**src/rtl/tppe_multi_neuron_candidate_engine.sv**
```systemverilog
// TPPE candidate front end: per-neuron spike histories, parallel weight-pattern intersection
// with thresholding, and hit serialisation into a FWFT candidate FIFO with full backpressure.
module tppe_multi_neuron_candidate_engine #(
    parameter int T_WINDOW        = 16,
    parameter int PARALLEL_FACTOR = 4,
    parameter int NUM_NEURONS     = 4,
    parameter int NEURON_ID_W     = 4,
    parameter int COL_ID_W        = 4,
    parameter int SCORE_W         = $clog2(T_WINDOW + 1),
    parameter int FIFO_DEPTH      = 8
) (
    input  logic                                clk,
    input  logic                                rst,
    input  logic                                spike_valid,
    input  logic [NUM_NEURONS-1:0]              spike_in,
    input  logic                                req_valid,
    output logic                                req_ready,
    input  logic [NEURON_ID_W-1:0]              req_neuron,
    input  logic [COL_ID_W-1:0]                 req_col_base,
    input  logic [PARALLEL_FACTOR*T_WINDOW-1:0] req_weights,
    input  logic [SCORE_W-1:0]                  req_thresh,
    output logic                                cand_valid,
    input  logic                                cand_ready,
    output logic [NEURON_ID_W-1:0]              cand_neuron,
    output logic [COL_ID_W-1:0]                 cand_col,
    output logic [SCORE_W-1:0]                  cand_score,
    output logic [$clog2(FIFO_DEPTH+1)-1:0]     fifo_count,
    output logic                                err_neuron
);
    localparam int CNT_W = $clog2(FIFO_DEPTH + 1);
    localparam int PTR_W = $clog2(FIFO_DEPTH);

    typedef enum logic {IDLE, EMIT} state_t;

    typedef struct packed {
        logic [NEURON_ID_W-1:0] neuron;
        logic [COL_ID_W-1:0]    col;
        logic [SCORE_W-1:0]     score;
    } cand_t;

    function automatic logic [SCORE_W-1:0] popcount(input logic [T_WINDOW-1:0] v);
        logic [SCORE_W-1:0] acc;
        acc = '0;
        for (int i = 0; i < T_WINDOW; i++) acc = acc + SCORE_W'(v[i]);
        return acc;
    endfunction

    logic [T_WINDOW-1:0]    hist [NUM_NEURONS];
    state_t                 state_q, state_d;
    logic [NEURON_ID_W-1:0] neuron_q;
    logic [COL_ID_W-1:0]    base_q;
    logic [SCORE_W-1:0]     score_q [PARALLEL_FACTOR];
    logic [PARALLEL_FACTOR-1:0] mask_q;

    logic [T_WINDOW-1:0]    sel_hist;
    logic                   in_range;
    logic [SCORE_W-1:0]     lane_score [PARALLEL_FACTOR];
    logic [PARALLEL_FACTOR-1:0] lane_mask;

    logic                   accept, push, pop, full, emit_found;
    cand_t                  emit_entry;
    logic [PARALLEL_FACTOR-1:0] mask_clr;

    cand_t                  mem [FIFO_DEPTH];
    cand_t                  head;
    logic [PTR_W-1:0]       wr_ptr, rd_ptr;
    logic [CNT_W-1:0]       count;

    assign req_ready = (state_q == IDLE);
    assign accept    = req_valid & req_ready;
    assign full      = (count == CNT_W'(FIFO_DEPTH));
    assign push      = (state_q == EMIT) && emit_found && !full;
    assign cand_valid = (count != '0);
    assign pop       = cand_valid & cand_ready;

    // Out-of-range ids match no history row, so they read as all-zero.
    // NOTE: every always_comb output gets a default before any branch so no latch is inferred.
    always_comb begin
        sel_hist = '0;
        in_range = 1'b0;
        for (int n = 0; n < NUM_NEURONS; n++) begin
            if (req_neuron == NEURON_ID_W'(n)) begin
                sel_hist = hist[n];
                in_range = 1'b1;
            end
        end
        for (int j = 0; j < PARALLEL_FACTOR; j++) begin
            lane_score[j] = popcount(sel_hist & req_weights[j*T_WINDOW +: T_WINDOW]);
            lane_mask[j]  = (lane_score[j] >= req_thresh);
        end
    end

    // Lowest pending lane goes first; column wraps naturally in COL_ID_W bits.
    always_comb begin
        emit_found = 1'b0;
        emit_entry = '0;
        mask_clr   = mask_q;
        for (int j = 0; j < PARALLEL_FACTOR; j++) begin
            if (!emit_found && mask_q[j]) begin
                emit_found        = 1'b1;
                emit_entry.neuron = neuron_q;
                emit_entry.col    = base_q + COL_ID_W'(j);
                emit_entry.score  = score_q[j];
                mask_clr[j]       = 1'b0;
            end
        end
    end

    always_comb begin
        state_d = state_q;
        case (state_q)
            IDLE:    if (accept && lane_mask != '0) state_d = EMIT;
            EMIT:    if (push && mask_clr == '0) state_d = IDLE;
            default: state_d = IDLE;
        endcase
    end

    // NOTE: sequential state uses non-blocking assignments only, so every register samples pre-edge values.
    always_ff @(posedge clk) begin
        if (rst) begin
            state_q    <= IDLE;
            neuron_q   <= '0;
            base_q     <= '0;
            mask_q     <= '0;
            err_neuron <= 1'b0;
            wr_ptr     <= '0;
            rd_ptr     <= '0;
            count      <= '0;
            for (int n = 0; n < NUM_NEURONS; n++) hist[n] <= '0;
            for (int j = 0; j < PARALLEL_FACTOR; j++) score_q[j] <= '0;
        end else begin
            state_q <= state_d;
            if (spike_valid) begin
                for (int n = 0; n < NUM_NEURONS; n++)
                    hist[n] <= {hist[n][T_WINDOW-2:0], spike_in[n]};
            end
            if (accept) begin
                neuron_q <= req_neuron;
                base_q   <= req_col_base;
                score_q  <= lane_score;
                mask_q   <= lane_mask;
                if (!in_range) err_neuron <= 1'b1;
            end else if (push) begin
                mask_q <= mask_clr;
            end
            if (push) wr_ptr <= wr_ptr + PTR_W'(1);
            if (pop)  rd_ptr <= rd_ptr + PTR_W'(1);
            case ({push, pop})
                2'b10:   count <= count + CNT_W'(1);
                2'b01:   count <= count - CNT_W'(1);
                default: count <= count;
            endcase
        end
    end

    // NOTE: FIFO storage is deliberately not reset; count gates every read, so stale entries are never visible.
    always_ff @(posedge clk) begin
        if (push) mem[wr_ptr] <= emit_entry;
    end

    assign head        = mem[rd_ptr];
    assign cand_neuron = cand_valid ? head.neuron : '0;
    assign cand_col    = cand_valid ? head.col    : '0;
    assign cand_score  = cand_valid ? head.score  : '0;
    assign fifo_count  = count;

endmodule

```
**config.mk**
```make
export PLATFORM = sky130hd
export DESIGN_NAME = tppe_multi_neuron_candidate_engine
export DESIGN_NICKNAME = d
export VERILOG_FILES = /design/src/rtl/tppe_multi_neuron_candidate_engine.sv
export SDC_FILE = /design/constraint.sdc
export NUM_CORES = 1
export LEC_CHECK = 0
export BUFFER_PORTS_ARGS = -buffer_cell sky130_fd_sc_hd__buf_4
export CAP_MARGIN = 20
export CORE_UTILIZATION = 35
export DETAILED_ROUTE_END_ITERATION = 8
export PLACE_DENSITY = 0.49
export SYNTH_ARGS = -nofsm -noshare
export SYNTH_HDL_FRONTEND = slang
export SYNTH_SLANG_ARGS = --single-unit
```
**constraint.sdc**
```tcl
create_clock -name clk -period 14.25 [get_ports clk]
set_clock_uncertainty 0.1 [all_clocks]
set_input_delay 1.425 -clock clk [delete_from_list [all_inputs] [get_ports clk]]
set_output_delay 1.425 -clock clk [all_outputs]
set_load 0.005 [all_outputs]
```
Yosys cells after proc, flatten, opt, wreduce, memory -nomap -nowiden
Memories as Yosys holds them, arrays and structs flattened. A register that Yosys moved wholly into a read port is not among the register bits.
Cells that the tools add are included.
- add/sub/neg operators: 67
- magnitude comparators: 4
- equal/unequal tests: 6
- multiplexer cells: 41
- bitwise gates (word level): 12
- reduce and logical (&&, ||, !) cells: 18
- operator list (operator ; number):
    $add 5x1->5 ; 44
    $mux 16 ; 8
    $and 16x16->16 ; 4
    $mux 13 ; 4
    $add 4x1->5 ; 4
    $ge 5x5->1 ; 4
    $mux 1 ; 20
    $add 3x1->4 ; 4
    $mux 4 ; 4
    $add 2x1->3 ; 4
    $add 1x1->2 ; 4
    $add 4x1->4 const B ; 2
    $add 4x2->4 const B ; 2
    $eq 4x2->1 const B ; 2
    $logic_not 4->1 ; 2
    $pmux 4 s2 ; 1
    $reduce_bool 4->1 ; 2
    $logic_and 1x1->1 ; 7
    $add 3x1->3 const B ; 2
    $mux 3 ; 2
    $mux 5 ; 1
    $eq 4x1->1 const B ; 1
    $eq 4x4->1 const B ; 1
    $logic_not 1->1 ; 4
    other kinds (9) ; 15
- flip-flop bits (word level): 44
- bits in writable memories: 168
- input bits: 86
- logic and storage cells: 162
- memories: 2
- memories (memory ; depth ; bits a word ; read ports ; clocked after memory_dff ; write ports ; line ; source):
    mem ; 8 ; 13 ; 1 ; 1 ; 1 ; 64 ; cand_t mem [FIFO_DEPTH];
    hist ; 4 ; 16 ; 4 ; 0 ; 4 ; 48 ; logic [T_WINDOW-1:0] hist [NUM_NEURONS];

Longest topological paths before layout
- word-level depth: 26
- mapped depth: 21
- gate-level depth less buffers: 20

Worst setup path before layout
No wires, ideal clock.
- kind: input-to-reg
- start point: input req_neuron[0]
- end point: register state_q
- data arrival time: 6.291 ns
- data required time: 14.018 ns
- setup slack: 7.727 ns
- stages on the path: 19
- cell sequence: buf_6 -> buf_6 -> mux4_2 -> nor2b_1 -> nand2_1 -> fa_1 -> fa_1 -> fa_1 -> fa_1 -> inv_1 -> ha_1 -> fa_1 -> xor2_1 -> ha_1 -> a21o_1 -> a31oi_1 -> o21ai_1 -> nor4_1 -> o32ai_1
- RTL lines (item ; line ; source):
    from (decl) ; 18 ; input logic [NEURON_ID_W-1:0] req_neuron,
    to (signal assigned) ; 132 ; state_q <= state_d;
    to (decl) ; 49 ; state_t state_q, state_d;

==> results.sh <==
export IMPL_pwr_density_cell_nw_per_um2=107
export IMPL_seq_area_um2=5990
export IMPL_drc=0
export IMPL_multi_input_area_um2=4850
export IMPL_synthFlopType="edfxtp_1"
export IMPL_diodes=0
export IMPL_period_share_pct=46.3
export IMPL_hold_viol=0
export IMPL_synth_common_cells="168 x edfxtp_1, 108 x nand2_1, 86 x and2_1"
export IMPL_antenna_found_initial=0
export IMPL_netlist_instances=880
export IMPL_antenna_left=0
export IMPL_maxSlewViolCount=0
export IMPL_cts_buffers_inserted=24
export IMPL_drt_total_wl_mm=25.7
export IMPL_synth_edff_count=168
export IMPL_syn_area_um2=11200
export IMPL_die_area_um2=32900
export IMPL_avgViaCountPerCell=4.86
export IMPL_yosys_top_cells_area="edfxtp_1 45%, mux4_2 8.4%, dfxtp_1 8.4%, fa_1 7.3%, ha_1 5.5%"
export IMPL_fp_dieW_um=181
export IMPL_layout_min_cycle_time_ns=6.60
export IMPL_r2r_cells=18
export IMPL_cp_max_fo=17
export IMPL_outcome="finished, final reports clean"
export IMPL_area_delta_synth_final_pct=17.4
export IMPL_globalplace_congestion=0.856
export IMPL_worstMarginPinSlew_ns=0.998
export IMPL_hold_end="neuron_q[2]"
export IMPL_async_flop_share_pct=0
export IMPL_setup_viol_count_final=0
export IMPL_initial_utilization_pct=35.6
export IMPL_fin_util_pct=41.9
export IMPL_p_total_mw=1.41
export IMPL_grt_pass1_vias=7120
export IMPL_nFillCells=3041
export IMPL_hp_start="neuron_q[2]"
export IMPL_cpMostUsedCell="fa_1"
export IMPL_post_synth_top_area_fraction_pct=44.8
export IMPL_cts_tree="done"
export IMPL_critical_path_required_ns=14.55
export IMPL_crit_path_max_incr_delay_ns=0.55
export IMPL_grt_usage_pct=16.1
export IMPL_cts_hold_fix_buffers=0
export IMPL_cp_end_kind="register"
export IMPL_grt_pass1_wl_mm=40.7
export IMPL_yosys_warnings=0
export IMPL_drt_wirelength_per_cell_um=18.4
export IMPL_port_buffer_count=105
export IMPL_drive_gt1_share_pct=21.5
export IMPL_io_pins=106
export IMPL_cts_root_buf="clkbuf_16"
export IMPL_setup_tns_ns=0
export IMPL_startpoint_type="input pin"
export IMPL_first_pass_iters=4
export IMPL_cts_num_sinks=215
export IMPL_vias=6781
export IMPL_yosysTopAreaCell="edfxtp_1"
export IMPL_hold_path_depth=2
export IMPL_clock_latency_ns=0.53
export IMPL_ir_drop_mv=0.0698
export IMPL_clk_pin_slew_worst_paths_ns=0.06
export IMPL_post_cts_setup_buffer_count=0
export IMPL_ys_ff_latch=215
export IMPL_hpwl_mm=18.3
export IMPL_whs_ns=0.351
export IMPL_path_class="input pin to register"
export IMPL_htreeDepth=1
export IMPL_drt_iter0_markers=386
export IMPL_fmax_mhz=151
export IMPL_slowest_stage="fa_1"
export IMPL_synth_seq_area_share_pct=53.2
export IMPL_rows=65
export IMPL_syn_num_nets=1056
export IMPL_fin_nets=1153
export IMPL_r2r_start="hist[0][5]"
export IMPL_hold_path_class="register to register"
export IMPL_yosysMostFrequentCell="edfxtp_1"
export IMPL_cts_resized_gates=0
export IMPL_slew_headroom_pct=32.9
export IMPL_r2r_setup_slack_ns=8.56
export IMPL_cts_buffer_depth=3
export IMPL_yosysUniqueCellTypes=54
export IMPL_postSynthAreaPerCell_um2=12.8
export IMPL_grt_ovfl_total=0
export IMPL_drv_cap=0
export IMPL_die_h_um=181
export IMPL_rsz0062_at_grt="false"
export IMPL_grt_start_max_net_pins=65
export IMPL_reg2reg_to="state_q"
export IMPL_fp_coreArea_um2=31600
export IMPL_p_leak_nw=5.25
export IMPL_arrival_ns=6.90
export IMPL_cp_cell_sequence="buf_4 -> or2_1 -> nor2b_1 -> nand2_1 -> fa_1 -> inv_1 -> fa_1 -> inv_1 -> fa_1 -> fa_1 -> inv_1 -> ha_1 -> fa_1 -> xor2_1 -> ha_1 -> a21o_1 -> a31oi_1 -> o21ai_1 -> nor4_1 -> o32ai_1"
==> worst max-delay path by stage <==
stage                       start       to  slack, ns  cells past startpoint
floorplan           req_neuron[0]  state_q       7.73                     19
detailed placement  req_neuron[0]  state_q       7.12                     19
CTS                 req_neuron[0]  state_q       7.66                     19
finish              req_neuron[3]  state_q       7.65                     20
global route        req_neuron[0]  state_q       7.36                     19
global placement    req_neuron[0]  state_q       7.23                     19
==> metal layers <==
metal	vias up	track usage [%]	part of all wire [%]
li1	3277	-	-
met1	3319	22.1	46
met2	160	27.3	49
met3	25	2.18	4.4
met4	0	3.05	1.4
met5	-	0	0
==> sequential cells by signal, indices dropped and copies added (netlist names), named ones only <==
register	cells
wr_ptr	3
rd_ptr	3
err_neuron	1
mem	104
score_q	20
neuron_q	4
mask_q	4
base_q	4
state_q	1
fifo_count	4
hist	64
==> power by group <==
part | internal [mW] | total [mW] | switching, mW
combinational | 0.0580 | 0.125 | 0.0673
sequential | 0.691 | 0.704 | 0.0130
clock | 0.344 | 0.583 | 0.240
total | 1.09 | 1.41 | 0.320
==> cell families (layout without fill, tap and decap cells) <==
group | count (synthesis) | in the layout | synth area share, %
fa+ha+maj | 90 | 90 | 12.7
mux | 57 | 57 | 9.74
simple gates | 297 | 297 | 13.5
compound gates | 95 | 95 | 5.19
xor+xnor | 17 | 17 | 1.46
buf+inv | 109 | 222 | 4.17
flops | 215 | 215 | 53.2
==> layout make-up <==
| cell class | instances | area share (%) |
|---|---|---|
| clock inverter | 14 | 0.947 |
| timing repair buffer | 113 | 6.60 |
| tap | 402 | 3.81 |
| sequential | 215 | 45.3 |
| multi-input combinational | 556 | 36.7 |
| clock buffer | 28 | 4.66 |
| inverter | 67 | 1.90 |
==> metrics by stage <==
step,cells,instance area [µm²],setup slack [ns]
after floorplan,880,11200,7.73
after global placement,1351,12400,7.23
after detailed placement,1351,12400,7.12
after CTS,1393,13200,7.66
after global routing,1395,13200,7.36
final,1395,13200,7.65
==> worst max-delay path, delay by kind of cell <==
kind,cells,cell delay [ns]
xor gates and xnor gates,1,0.26
adders and majority gates,7,2.95
and+or+nand+nor,4,1.41
buffers and inverters,4,0.25
AOI/OAI and AO/OA,4,0.58
==> placed cells by master (no fill, tap or decap), types with 7 or more instances in the layout <==
master       n
nand2_1    108
buf_4      111
fa_1        41
dfxtp_1     46
mux2i_1     15
inv_1       64
nor2b_1     24
edfxtp_1   168
mux4_2      42
nand2b_1     7
xnor2_1      7
clkbuf_16   24
and2_1      86
ha_1        49
nor2_1      42
a21oi_1     49
xor2_1       8
a21o_1      10
(Power assumes the default switching activity.)
